===== config.mk =====
export PLATFORM = sky130hd
export DESIGN_NAME = adder_iter_flat
export DESIGN_NICKNAME = d
export VERILOG_FILES = /design/src/rtl/adder_iter_if.sv /design/src/rtl/adder_iter.sv /design/src/flat_wrapper.sv
export SDC_FILE = /design/constraint.sdc
export NUM_CORES = 1
export LEC_CHECK = 0
export CORE_UTILIZATION = 52
export DETAILED_ROUTE_END_ITERATION = 6
export HOLD_SLACK_MARGIN = 0.02
export PLACE_DENSITY_LB_ADDON = 0.25
export SYNTH_ARGS = -nofsm -noshare
export SYNTH_HDL_FRONTEND = slang
export SYNTH_SLANG_ARGS = --single-unit

===== constraint.sdc =====
create_clock -name clk -period 4 [get_ports clk]
set_input_delay 0.4 -clock clk [delete_from_list [all_inputs] [get_ports clk]]
set_output_delay 0.4 -clock clk [all_outputs]
set_load 0.005 [all_outputs]

===== src/rtl/adder_iter_if.sv =====
// Operand/result bundle for the iterative adder: a start channel into the block and a result channel out of it.
// Each channel transfers on a rising clk edge where valid && ready are both high; a producer keeps valid and its payload steady until that edge.
interface adder_iter_if #(
   parameter int WIDTH = 32
) ();
   logic             start_valid;
   logic             start_ready;
   logic [WIDTH-1:0] a;
   logic [WIDTH-1:0] b;
   logic             carry_in;
   logic             subtract;
   logic             result_valid;
   logic             result_ready;
   logic [WIDTH-1:0] sum;
   logic             carry_out;
   logic             overflow;
   logic             zero;

   modport master (
      output start_valid, a, b, carry_in, subtract, result_ready,
      input  start_ready, result_valid, sum, carry_out, overflow, zero
   );

   modport slave (
      input  start_valid, a, b, carry_in, subtract, result_ready,
      output start_ready, result_valid, sum, carry_out, overflow, zero
   );
endinterface


===== src/rtl/adder_iter.sv =====
// Multi-cycle adder/subtractor: adds CHUNK bits per clock with the ripple carry held in a register.
// Subtraction is a + ~b + 1 with the borrow-in folded into the initial carry.
module adder_iter #(
   parameter int WIDTH = 32,
   parameter int CHUNK = 4
) (
   input  logic        clk,
   input  logic        reset_n,
   adder_iter_if.slave bus,
   output logic [1:0]  state
);
   localparam int NUM_CHUNKS = WIDTH / CHUNK;
   localparam int IDX_W      = (NUM_CHUNKS > 1) ? $clog2(NUM_CHUNKS) : 1;
   localparam int MSB        = WIDTH - 1;

   if (WIDTH % CHUNK != 0) begin : g_bad_chunk
      $error("adder_iter: WIDTH must be a multiple of CHUNK");
   end

   typedef enum logic [1:0] {
      IDLE = 2'd0,
      BUSY = 2'd1,
      DONE = 2'd2
   } state_t;

   state_t           state_q;
   logic [IDX_W-1:0] idx;
   logic [WIDTH-1:0] a_r;
   logic [WIDTH-1:0] b_r;
   logic [WIDTH-1:0] sum_r;
   logic             carry_r;
   logic             cin_r;
   logic             start_ready_r;
   logic             result_valid_r;
   logic             carry_out_r;
   logic             overflow_r;
   logic             zero_r;

   int               off;
   logic [CHUNK-1:0] a_slice;
   logic [CHUNK-1:0] b_slice;
   logic [CHUNK:0]   chunk_sum;
   logic [WIDTH-1:0] slice_mask;
   logic [WIDTH-1:0] sum_next;
   logic [WIDTH:0]   total_ref;

   // One chunk of the ripple add; sum_next is sum_r with the current slice replaced.
   always_comb begin
      off        = CHUNK * int'(idx);
      a_slice    = CHUNK'(a_r >> off);
      b_slice    = CHUNK'(b_r >> off);
      chunk_sum  = {1'b0, a_slice} + {1'b0, b_slice} + {{CHUNK{1'b0}}, carry_r};
      slice_mask = WIDTH'({CHUNK{1'b1}}) << off;
      sum_next   = (sum_r & ~slice_mask) | (WIDTH'(chunk_sum[CHUNK-1:0]) << off);
      total_ref  = {1'b0, a_r} + {1'b0, b_r} + {{WIDTH{1'b0}}, cin_r};
   end

   always_ff @(posedge clk or negedge reset_n) begin
      if (!reset_n) begin
         state_q        <= IDLE;
         idx            <= '0;
         a_r            <= '0;
         b_r            <= '0;
         sum_r          <= '0;
         carry_r        <= 1'b0;
         cin_r          <= 1'b0;
         start_ready_r  <= 1'b1;
         result_valid_r <= 1'b0;
         carry_out_r    <= 1'b0;
         overflow_r     <= 1'b0;
         zero_r         <= 1'b0;
      end else begin
         case (state_q)
            IDLE: begin
               if (bus.start_valid) begin
                  a_r           <= bus.a;
                  b_r           <= bus.subtract ? ~bus.b : bus.b;
                  carry_r       <= bus.carry_in ^ bus.subtract;
                  cin_r         <= bus.carry_in ^ bus.subtract;
                  sum_r         <= '0;
                  idx           <= '0;
                  start_ready_r <= 1'b0;
                  state_q       <= BUSY;
               end
            end
            BUSY: begin
               sum_r   <= sum_next;
               carry_r <= chunk_sum[CHUNK];
               if (idx == IDX_W'(NUM_CHUNKS - 1)) begin
                  idx            <= '0;
                  state_q        <= DONE;
                  result_valid_r <= 1'b1;
                  carry_out_r    <= chunk_sum[CHUNK];
                  overflow_r     <= (a_r[MSB] == b_r[MSB]) && (sum_next[MSB] != a_r[MSB]);
                  zero_r         <= ~|sum_next;
               end else begin
                  idx <= idx + 1'b1;
               end
            end
            DONE: begin
               if (bus.result_ready) begin
                  result_valid_r <= 1'b0;
                  start_ready_r  <= 1'b1;
                  state_q        <= IDLE;
               end
            end
            default: begin
               result_valid_r <= 1'b0;
               start_ready_r  <= 1'b1;
               state_q        <= IDLE;
            end
         endcase
      end
   end

   assign bus.start_ready  = start_ready_r;
   assign bus.result_valid = result_valid_r;
   assign bus.sum          = sum_r;
   assign bus.carry_out    = carry_out_r;
   assign bus.overflow     = overflow_r;
   assign bus.zero         = zero_r;
   assign state            = state_q;

   // The chunked result must equal the full-width sum of the captured operands.
   a_done_total: assert property (@(posedge clk) disable iff (!reset_n)
      (state_q == DONE) |-> ({carry_out_r, sum_r} == total_ref));
endmodule


===== src/flat_wrapper.sv =====
// flat-port wrapper written by rule: the top's interface ports become plain ports
module adder_iter_flat 
#(
   parameter int WIDTH = 32,
   parameter int CHUNK = 4
)
  (clk, reset_n, state, bus_start_valid, bus_a, bus_b, bus_carry_in, bus_subtract, bus_result_ready, bus_start_ready, bus_result_valid, bus_sum, bus_carry_out, bus_overflow, bus_zero);
  adder_iter_if #(.WIDTH(WIDTH)) bus_i ();
  input  logic clk;
  input  logic reset_n;
  output logic [1:0] state;
  input wire logic [$bits(bus_i.start_valid)-1:0] bus_start_valid;
  input wire logic [$bits(bus_i.a)-1:0] bus_a;
  input wire logic [$bits(bus_i.b)-1:0] bus_b;
  input wire logic [$bits(bus_i.carry_in)-1:0] bus_carry_in;
  input wire logic [$bits(bus_i.subtract)-1:0] bus_subtract;
  input wire logic [$bits(bus_i.result_ready)-1:0] bus_result_ready;
  output wire logic [$bits(bus_i.start_ready)-1:0] bus_start_ready;
  output wire logic [$bits(bus_i.result_valid)-1:0] bus_result_valid;
  output wire logic [$bits(bus_i.sum)-1:0] bus_sum;
  output wire logic [$bits(bus_i.carry_out)-1:0] bus_carry_out;
  output wire logic [$bits(bus_i.overflow)-1:0] bus_overflow;
  output wire logic [$bits(bus_i.zero)-1:0] bus_zero;
  assign bus_i.start_valid = bus_start_valid;
  assign bus_i.a = bus_a;
  assign bus_i.b = bus_b;
  assign bus_i.carry_in = bus_carry_in;
  assign bus_i.subtract = bus_subtract;
  assign bus_i.result_ready = bus_result_ready;
  assign bus_start_ready = bus_i.start_ready;
  assign bus_result_valid = bus_i.result_valid;
  assign bus_sum = bus_i.sum;
  assign bus_carry_out = bus_i.carry_out;
  assign bus_overflow = bus_i.overflow;
  assign bus_zero = bus_i.zero;
  adder_iter #(.WIDTH(WIDTH), .CHUNK(CHUNK)) u_core (.clk(clk), .reset_n(reset_n), .bus(bus_i), .state(state));
endmodule

Yosys cells after proc, flatten, opt, wreduce, memory -nomap -nowiden
Cells that the tools add are included.

word-level totals
  logic and storage cells = 62
  register bits = 107

operators by class
  muxes and demuxes = 18
  equality and inequality tests = 8
  reduce and logical (&&, ||, !) cells = 11
  shifts and indexed selects = 4
  bitwise gates (word level) = 7
  add/sub/neg operators = 3

operator list
  cell                  count
  $mux 32               2
  $not 32->32           2
  $pmux 32 s2           1
  $shr 32x5->4          2
  $and 32x32->32        1
  $or 32x32->32         1
  $reduce_or 32->1      1
  $shl 4x5->32          1
  $shl 4x5->32 const A  1
  $reduce_and 3->1      3
  $mux 2                3
  $mux 3                2
  $pmux 1 s3            2
  $pmux 2 s3            1
  $pmux 3 s2            1
  $reduce_and 2->1      3
  $add 4x4->5           1
  $add 5x1->5           1
  $mux 1                5
  $ne 2x2->1 const B    2
  $add 3x1->3 const B   1
  $eq 3x3->1 const B    1
  $eq 2x1->1 const B    1
  $eq 2x2->1 const B    1
  other kinds (10)      11

Logic depth before layout (Yosys ltp)
Gate-level depths: netlist of the first run.

  word-level depth = 7
  mapped depth = 14

Worst setup path before layout of the first run
No wires, ideal clock.

  kind = register -> register
  from = register u_core.idx[0]
  to = register u_core.zero_r (netlist: u_core.bus.zero)
  buffers on the path = 3
  cell stages (with the launch flop) = 15
  arrival = 3.361 ns
  setup time = 0.122 ns
  slack = 0.518 ns
  clock period less this slack = 3.482 ns
  cell sequence = dfrtp_1 buf_4 buf_4 buf_4 mux4_2 nand2_1 nand2_1 fa_1 inv_1 fa_1 nor2b_1 a21oi_1 o211ai_1 nor4_1 a32o_1

on the way
  longest elaborated chain between the ends = 7
  elaborated cells between the ends (all ways) = 13

RTL lines
  element                                 RTL line                            source
  from (decl)                             adder_iter.sv:27                    logic [IDX_W-1:0] idx;
  from (signal assigned)                  adder_iter.sv:97                    idx <= idx + 1'b1;
  $shr 32x5->4, on equally long branches  adder_iter.sv:50, adder_iter.sv:51
  $add 4x4->5                             adder_iter.sv:52                    chunk_sum = {1'b0, a_slice} + {1'b0, b_slice} + {{CHUNK{1'b0}}, carry_r};
  $add 5x1->5                             adder_iter.sv:52
  $shl 4x5->32                            adder_iter.sv:54                    sum_next = (sum_r & ~slice_mask) | (WIDTH'(chunk_sum[CHUNK-1:0]) << off);
  $or 32x32->32                           adder_iter.sv:54
  $reduce_or 32->1                        adder_iter.sv:95                    zero_r <= ~|sum_next;
  $logic_not 1->1                         adder_iter.sv:95
  to (signal assigned)                    adder_iter.sv:95
  to (decl)                               adder_iter.sv:37                    logic zero_r;

Several ways; a longest one is shown, not always the timed one.
A chain may end at the register's enable or synchronous reset.

Worst setup path after layout of the first run
Ends and elaborated chain as after synthesis.

==> reports/results.ini, run 1 <==
[status]
status = completed

[routing]
drt_iter0_markers = 196
finalWirelength_um = 13390
post-route-drc-count = 0
num_vias = 4155
post_drt_wl_per_cell_um = 18.29
vias_per_cell = 5.676
ant_nets = 0
dr.pass1.iters = 5

[die]
fp.dieW_um = 103.7
core-area_um2 = 9910
die-area_um2 = 10760
io_pins = 109
fp.dieH_um = 103.7
start_util_pct = 54.31
fp-row-count = 36

[placement]
hpwl_um = 10020
pre_cts_ws_ns = 0.4399
io_buffers = 108
gp_congestion = 0.8801

[global_route]
grt_max_degree = 65
grt_pass1_vias = 4334
overflow = 0
antenna_found_initial = 0
grt_util_all_layers_pct = 26.72
grt_pass1_wl_um = 22540

[yosys]
synth_cell_types = 51
synth.area.mux_share_pct = 13.81
async_flop_share_pct = 100.0
yosysSeqAreaShare_pct = 49.78
synth_area_leader_cell = dfrtp_1
syn-instance-count = 493
synth_compound_area_share_pct = 13.49
ys_ff_latch = 107
synthFlopType = dfrtp_1
synth.top_cell.area_share_pct = 49.29
synth_area_leaders = dfrtp_1 49%, mux2_2 7.1%, mux4_2 6.7%, xnor2_1 5.5%, nand2_1 4.3%
syn_area_per_cell_um2 = 10.92
synthSimpleGateAreaFrac_pct = 10.83
synth_top_family_by_area = multiplexers
yosys_warnings = 0
synth_nets = 574
synth_edf_count = 0
synth-adder-area-share_pct = 2.837
synth_xor_area_share_pct = 5.696
synth_area_um2 = 5381

[critical_path]
arrival_ns = 3.82
crit_start = u_core.idx[0]
critPathLaunchType = flip-flop
worstReg2RegStart = u_core.idx[0]
rrSetupSlack_ns = 0.44
cp_data_required_time_ns = 4.26
critPathMaxFanout = 9
criticalPathCategory = flip-flop to flip-flop
worstSetupEndpointType = flip-flop

[clocking]
path_clk_slew_ns = 0.11
cts_made_buffers = 9
ctsResizeCount = 0
cts_tree = built
ctsHoldBuffers = 0
clock_path_buffers = 2
clock-sinks = 107
htreeDepth = 3
insertion_delay_ns = 0.37
root_buffer = clkbuf_8
cts_setup_buffers = 0

[finish]
area_growth_pct = 26.48
num-nets-final = 675
nFillCells = 759
num_antenna_cells = 0
final_cell_mix = 106 x clkdlybuf4s50_1, 106 x dfrtp_1, 62 x nand2_1, 44 x nor2_1, 41 x a21oi_1
drive_gt1_share_pct = 14.69

[sta]
tns_ns = 0
layout_min_cycle_time_ns = 3.565
rsz0062_at_grt = no
fmax_mhz = 280.5
fin_crit_sh_pct = 89.12
worst_slack_ns = 0.4352
finalHoldViolations = 0
worst_slew_pin_slew_ns = 0.9417
skew_ns = 0.01619
relSlewSlack_pct = 37.08
slew_violations = 0
setup-violations-final = 0

[job]
drv_cap = 0

[power]
power_density_nw_per_um2 = 862.6
vdd_drop_max_mv = 0.4287
power.total_uw = 5871
p_leak_uw = 0.002800

[min_path]
hold_path.class = primary input to async pin

==> flip-flops by register name (all words and copies together), names as in the netlist <==
signal / cells
u_core.a_r: 32
u_core.b_r: 32
u_core.bus.sum: 32
u_core.idx: 3
u_core.state: 2
u_core.bus.carry_out: 1
u_core.bus.overflow: 1
u_core.bus.result_valid: 1
u_core.bus.start_ready: 1
u_core.bus.zero: 1
u_core.carry_r: 1
==> layer usage <==
metal | wire, um | GRT usage (%)
met4 | 280 | 7.551
met3 | 614 | 4.783
met5 | 0 | 0
met2 | 6866 | 45.73
met1 | 5625 | 35.00
==> worst max-delay path: stages (launching register included) <==
cell       delay [ns]
dfrtp_1          0.69
mux4_2           0.56
nand2_1          0.08
nand2_1          0.11
fa_1             0.45
inv_1            0.09
fa_1             0.42
nor2b_1          0.33
buf_4            0.21
o21ai_0          0.07
o2111ai_1        0.10
a2111oi_1        0.08
a32o_1           0.24
==> where the power goes <==
group | internal, uW | switching [uW]
clock | 321 | 396
combinational | 1490 | 1750
sequential | 1550 | 368
==> final timing paths <==
path,to,cells after the start
max reg2reg,u_core.bus.zero,12
min reg2reg,u_core.bus.carry_out,2
min in group clk,u_core.bus.carry_out,2
min,u_core.bus.sum[24],1
max,u_core.bus.zero,12
max in group asynchronous,u_core.b_r[9],2
==> synthesized netlist by cell type (all sizes together), types with 4 or more instances <==
master,instances
a32o,6
nor2b,7
dfrtp,106
nor3,4
clkbuf,11
nand2,63
mux4,16
a22o,9
buf,19
o22ai,6
nor2,45
xnor2,34
o21ai,24
ha,9
inv,12
a21oi,41
a22oi,8
mux2,34
==> cells by family after synthesis <==
logic type	after synthesis
simple gates	135
mux	50
buf+inv	42
xor+xnor	35
flops	107
fa+ha+maj	11
compound gates	113
==> stage by stage <==
stage                     util, %  cells  hold WS, ns  cell area (um2)
after floorplan                 -    493       0.1044             5381
after global placement      66.45    716       0.4774             6585
after detailed placement    66.45    716       0.4799             6585
after CTS                   68.69    732       0.1091             6807
after global routing        68.69    732       0.1325             6807
final                       68.69    732      0.08687             6807
==> layout make-up <==
class | count | area, um2 | area share [%]
clock buffer | 10 | 137.6 | 2.022
tap | 133 | 166.4 | 2.445
clock inverter | 6 | 83.83 | 1.232
inverter | 12 | 45.04 | 0.6618
timing repair buffer | 120 | 1176 | 17.28
sequential | 107 | 2679 | 39.36
multi-input combinational | 344 | 2519 | 37.00
Note: power is estimated with default switching activity, not from simulation.
==> run 2: changes to the inputs <==
--- a/config.mk
+++ b/config.mk
@@ -5,10 +5,11 @@
 export SDC_FILE = /design/constraint.sdc
 export NUM_CORES = 1
 export LEC_CHECK = 0
-export CORE_UTILIZATION = 52
+export CORE_UTILIZATION = 55
 export DETAILED_ROUTE_END_ITERATION = 6
 export HOLD_SLACK_MARGIN = 0.02
 export PLACE_DENSITY_LB_ADDON = 0.25
 export SYNTH_ARGS = -nofsm -noshare
 export SYNTH_HDL_FRONTEND = slang
 export SYNTH_SLANG_ARGS = --single-unit
+export TNS_END_PERCENT = 10
==> constraint.sdc (replaced) <==
create_clock -name clk -period 4.1 [get_ports clk]
set_input_delay 0.41 -clock clk [delete_from_list [all_inputs] [get_ports clk]]
set_output_delay 0.41 -clock clk [all_outputs]
set_load 0.005 [all_outputs]
==> run 2 against run 1 <==
  * Critical path depth shrank 1
  * Via count rose by 0.14%
  * Fmax is 3.7% lower
  * Register-to-register slack worse by 0.04 ns
  * Total power shrank 0.27%
  * Critical endpoint unchanged
  * Largest power group unchanged
  * Highest routed layer unchanged
==> reports/results.ini, run 2 (synthesis gave the netlist of run 1 again) <==
[status]
status = completed

[clocking]
cts_made_buffers = 9
clock-sinks = 107
insertion_delay_ns = 0.37
htreeDepth = 3
ctsResizeCount = 0
ctsHoldBuffers = 0
root_buffer = clkbuf_8
path_clk_slew_ns = 0.10
clock_path_buffers = 2
cts_setup_buffers = 0
cts_tree = built

[placement]
gp_congestion = 0.9192
hpwl_um = 9925
placed_cell_area_um2 = 6565
io_buffers = 108

[power]
combinationalPowerShare_pct = 53.8
vdd_drop_max_mv = 0.4185
p_int_uw = 3411
p_clk_share_pct = 14.1
power_density_nw_per_um2 = 859.0
power.share.switching_pct = 41.74
p_seq_share_pct = 32.2
net-switching-power_uw = 2444
p_leak_uw = 0.002800

[critical_path]
critPathMaxFanout = 11
slowest_delay_ns = 0.66
critPathLaunchType = flip-flop
path_cells = mux4_2 -> nand2_1 -> nand2_1 -> fa_1 -> inv_1 -> fa_1 -> nor2b_1 -> a21oi_1 -> o211ai_1 -> nor4_1 -> a32o_1
criticalPathCategory = flip-flop to flip-flop
worst_path_max_delay_cell = dfrtp_1
arrival_ns = 3.97
critPathTopFamily = adder cells
worstReg2RegStart = u_core.idx[0]
worstSetupEndpointType = flip-flop
crit_start = u_core.idx[0]
cp_data_required_time_ns = 4.37
crit_buf_inv = 1

[sta]
rsz0062_at_grt = no
finalHoldViolations = 0
skew_ns = 0.01076
worst_slew_pin_slew_ns = 0.9697
layout_min_cycle_time_ns = 3.702
tns_ns = 0
fin_crit_sh_pct = 90.28
slew_violations = 0
fmax_mhz = 270.2
holdWs_ns = 0.1760
relSlewSlack_pct = 35.36
setup-violations-final = 0

[finish]
fin_area_um2 = 6817
area_growth_pct = 26.67
final_cell_mix = 106 x clkdlybuf4s50_1, 106 x dfrtp_1, 62 x nand2_1, 44 x nor2_1, 41 x a21oi_1
num_antenna_cells = 0
final_util_pct = 72.74
num-nets-final = 673
drive_gt1_share_pct = 14.12

[die]
die-area_um2 = 10180
io_pins = 109
fp.dieW_um = 100.9
core-area_um2 = 9371
fp-row-count = 35
fp.dieH_um = 100.9
start_util_pct = 57.42

[routing]
drt_iter0_markers = 151
vias_per_cell = 5.747
post-route-drc-count = 0
dr.pass1.iters = 6
num_vias = 4161
post_drt_wl_per_cell_um = 19.19
finalWirelength_um = 13900
ant_nets = 0

[min_path]
hold_path.class = primary input to async pin

[global_route]
grt_max_degree = 79
grt_pass1_vias = 4228
grt_pass1_wl_um = 22390
antenna_found_initial = 0
overflow = 0
grt_util_all_layers_pct = 29.40

[job]
drv_cap = 0

-- run 2: cell count changes in the layout (fill, tap and decap cells not counted) --
cell / previous run / this run
clkinv_4: 2 / 0
inv_8: 1 / 0
clkinvlp_4: 0 / 1
clkinv_8: 1 / 0
buf_4: 12 / 10
clkbuf_8: 10 / 9
inv_6: 1 / 0
bufinv_16: 1 / 4
-- run 2: worst paths after layout --
check	endpoint	slack (ns)	depth (start not counted)
max in group asynchronous	u_core.a_r[4]	2.93	2
worst min register to register	u_core.bus.carry_out	0.51	2
worst max register to register	u_core.bus.zero	0.40	11
worst max-delay path	u_core.bus.zero	0.40	11
worst min-delay path	u_core.bus.sum[8]	0.18	1
min in group clk	u_core.bus.carry_out	0.51	2
-- run 2: layer usage --
metal  vias up  wire [um]  GRT usage, %
li1       1934          -             -
met1      2053       5715         37.01
met2       146       7094         50.95
met3        28        716         5.409
met4         0        369         10.48
met5         -          0             0
-- run 2: layout make-up --
class                      instances  area (um2)
sequential                       107        2679
fill                             689        2555
multi-input combinational        344        2519
timing repair buffer             118        1161
tap                              129       161.4
clock inverter                     5       127.6
clock buffer                       9       123.9
inverter                          12       45.04
-- run 2: stage by stage --
stage	cells	setup WS (ns)	total power, uW
final	724	0.3984	5855
after global routing	724	0.1151	6268
after CTS	724	0.4026	5858
after detailed placement	710	0.4400	5007
after global placement	710	0.4860	4928
after floorplan	493	0.6175	3918
-- run 2: power by group through the flow --
stage          clock network, uW  registers, uW  logic [uW]
2_1_floorplan                  0           1740        2170
3_3_place_gp                   0           1870        3060
3_5_place_dp                   0           1890        3120
4_1_cts                      834           1880        3150
5_1_grt                      878           1930        3460
6_report                     824           1880        3150
==> run 3: changes to the inputs <==
--- a/config.mk
+++ b/config.mk
@@ -5,10 +5,13 @@
 export SDC_FILE = /design/constraint.sdc
 export NUM_CORES = 1
 export LEC_CHECK = 0
+export CORE_MARGIN = 2
 export CORE_UTILIZATION = 55
 export DETAILED_ROUTE_END_ITERATION = 6
 export HOLD_SLACK_MARGIN = 0.02
+export MAX_ROUTING_LAYER = met4
 export PLACE_DENSITY_LB_ADDON = 0.25
+export REMOVE_ABC_BUFFERS = 1
 export SYNTH_ARGS = -nofsm -noshare
 export SYNTH_HDL_FRONTEND = slang
 export SYNTH_SLANG_ARGS = --single-unit
==> run 3 against run 2 <==
  * Final area down 0.64%
  * Die area is 4.0% higher
  * Critical path depth unchanged
  * Critical endpoint is now u_core.bus.sum[11]
==> reports/results.ini, run 3 (synthesis gave the netlist of run 1 again) <==
[die]
start_util_pct = 55.83
core-area_um2 = 9639
io_pins = 109
die-area_um2 = 10590
fp.dieW_um = 102.9
fp-row-count = 36
fp.dieH_um = 102.9

[finish]
nFillCells = 747
regArea_um2 = 2680
area_growth_pct = 25.85
num_antenna_cells = 0
final_cell_mix = 106 x clkdlybuf4s50_1, 105 x dfrtp_1, 62 x nand2_1, 44 x nor2_1, 41 x a21oi_1
num-nets-final = 673
layout_commonest_cell = clkdlybuf4s50_1
drive_gt1_share_pct = 14.24
multi_input_area_um2 = 2519
final_util_pct = 70.26

[power]
combinationalPowerShare_pct = 55.5
power.share.switching_pct = 42.75
p_clk_share_pct = 12.0
p_int_uw = 3245
power_density_nw_per_um2 = 837.0
p_leak_uw = 0.002779
vdd_drop_max_mv = 0.4837
p_seq_share_pct = 32.5
power.total_uw = 5669
net-switching-power_uw = 2424

[routing]
dr.pass1.iters = 4
finalWirelength_um = 13360
post-route-drc-count = 0
vias_per_cell = 5.653
num_vias = 4127
ant_nets = 0
drt_iter0_markers = 189
post_drt_wl_per_cell_um = 18.31

[clocking]
htreeDepth = 3
ctsResizeCount = 0
insertion_delay_ns = 0.37
cts_setup_buffers = 0
clock-sinks = 107
root_buffer = clkbuf_8
clock_path_buffers = 2
cts_made_buffers = 9
ctsHoldBuffers = 0
path_clk_slew_ns = 0.11
cts_tree = built

[critical_path]
slowest_delay_ns = 0.56
cp_data_required_time_ns = 4.37
worstSetupEndpointType = flip-flop
r2r_cells = 11
rrSetupSlack_ns = 0.67
criticalPathCategory = flip-flop to flip-flop
arrival_ns = 3.70
critPathMaxFanout = 26
critPathLaunchType = flip-flop
reg2reg_to = u_core.bus.sum[11]
path_cells = buf_4 -> mux4_2 -> nand2_1 -> and2_1 -> inv_1 -> ha_1 -> a21o_1 -> a21oi_1 -> xnor2_1 -> nand3_1 -> o31ai_1
worst_path_max_delay_cell = mux4_2
worstReg2RegStart = u_core.idx[0]
crit_buf_inv = 2
critPathTopFamily = compound AO/OA/AOI/OAI gates

[global_route]
antenna_found_initial = 0
grt_pass1_vias = 4057
grt_pass1_wl_um = 20930
overflow = 0
grt_max_degree = 57
grt_util_all_layers_pct = 26.90

[placement]
hpwl_um = 9607
gp_congestion = 0.9360
io_buffers = 108

[sta]
tns_ns = 0
skew_ns = 0.02246
relSlewSlack_pct = 40.41
setup-violations-final = 0
finalHoldViolations = 0
worst_slew_pin_slew_ns = 0.8939
rsz0062_at_grt = no
slew_violations = 0
fmax_mhz = 291.9
layout_min_cycle_time_ns = 3.426
fin_crit_sh_pct = 83.55

[job]
drv_cap = 0

[min_path]
hold_path.class = primary input to async pin

[status]
status = completed

[run 3: worst max path at each step]
stage | from | endpoint | cells past startpoint
detailed placement | u_core.idx[0] | u_core.bus.zero | 10
floorplan | u_core.state[1] | u_core.a_r[0] | 3
global placement | u_core.idx[0] | u_core.bus.zero | 10
finish | u_core.idx[0] | u_core.bus.sum[11] | 11
CTS | u_core.idx[0] | u_core.bus.sum[11] | 11
global route | u_core.idx[0] | u_core.bus.sum[11] | 11
[run 3: power groups by stage]
stage / sequential [uW] / combinational (uW) / clock (uW)
after global placement: 1840 / 3080 / 0
after global routing: 1900 / 3460 / 731
after CTS: 1840 / 3150 / 690
after detailed placement: 1860 / 3120 / 0
final: 1840 / 3150 / 678
after floorplan: 1840 / 2020 / 0
[run 3: area by class of cell]
cell class / count / share of cell area [%]
clock inverter: 4 / 0.8313
sequential: 107 / 39.57
tap: 133 / 2.457
inverter: 12 / 0.6651
clock buffer: 12 / 2.143
multi-input combinational: 344 / 37.19
timing repair buffer: 118 / 17.14
[run 3: layer usage]
layer  routed length [um]  share of wire [%]  up-vias  global-route usage (%)
li1                     -                  -     1935                       -
met1                 5844                 44     2026                   36.17
met2                 6646                 50      147                   42.91
met3                  667                5.0       19                   3.864
met4                  206                1.5        0                   7.996
met5                    0                  0        -                       -
[run 3: per-stage QoR]
step	hold slack, ns	setup slack, ns	std cells	cell area, um2
final	0.06627	0.6744	730	6773
after global routing	0.1052	0.4459	730	6773
after CTS	0.08660	0.6479	730	6773
after detailed placement	0.4766	0.6895	714	6571
after global placement	0.4678	0.7425	714	6571
after floorplan	0.1144	-0.6955	463	5235
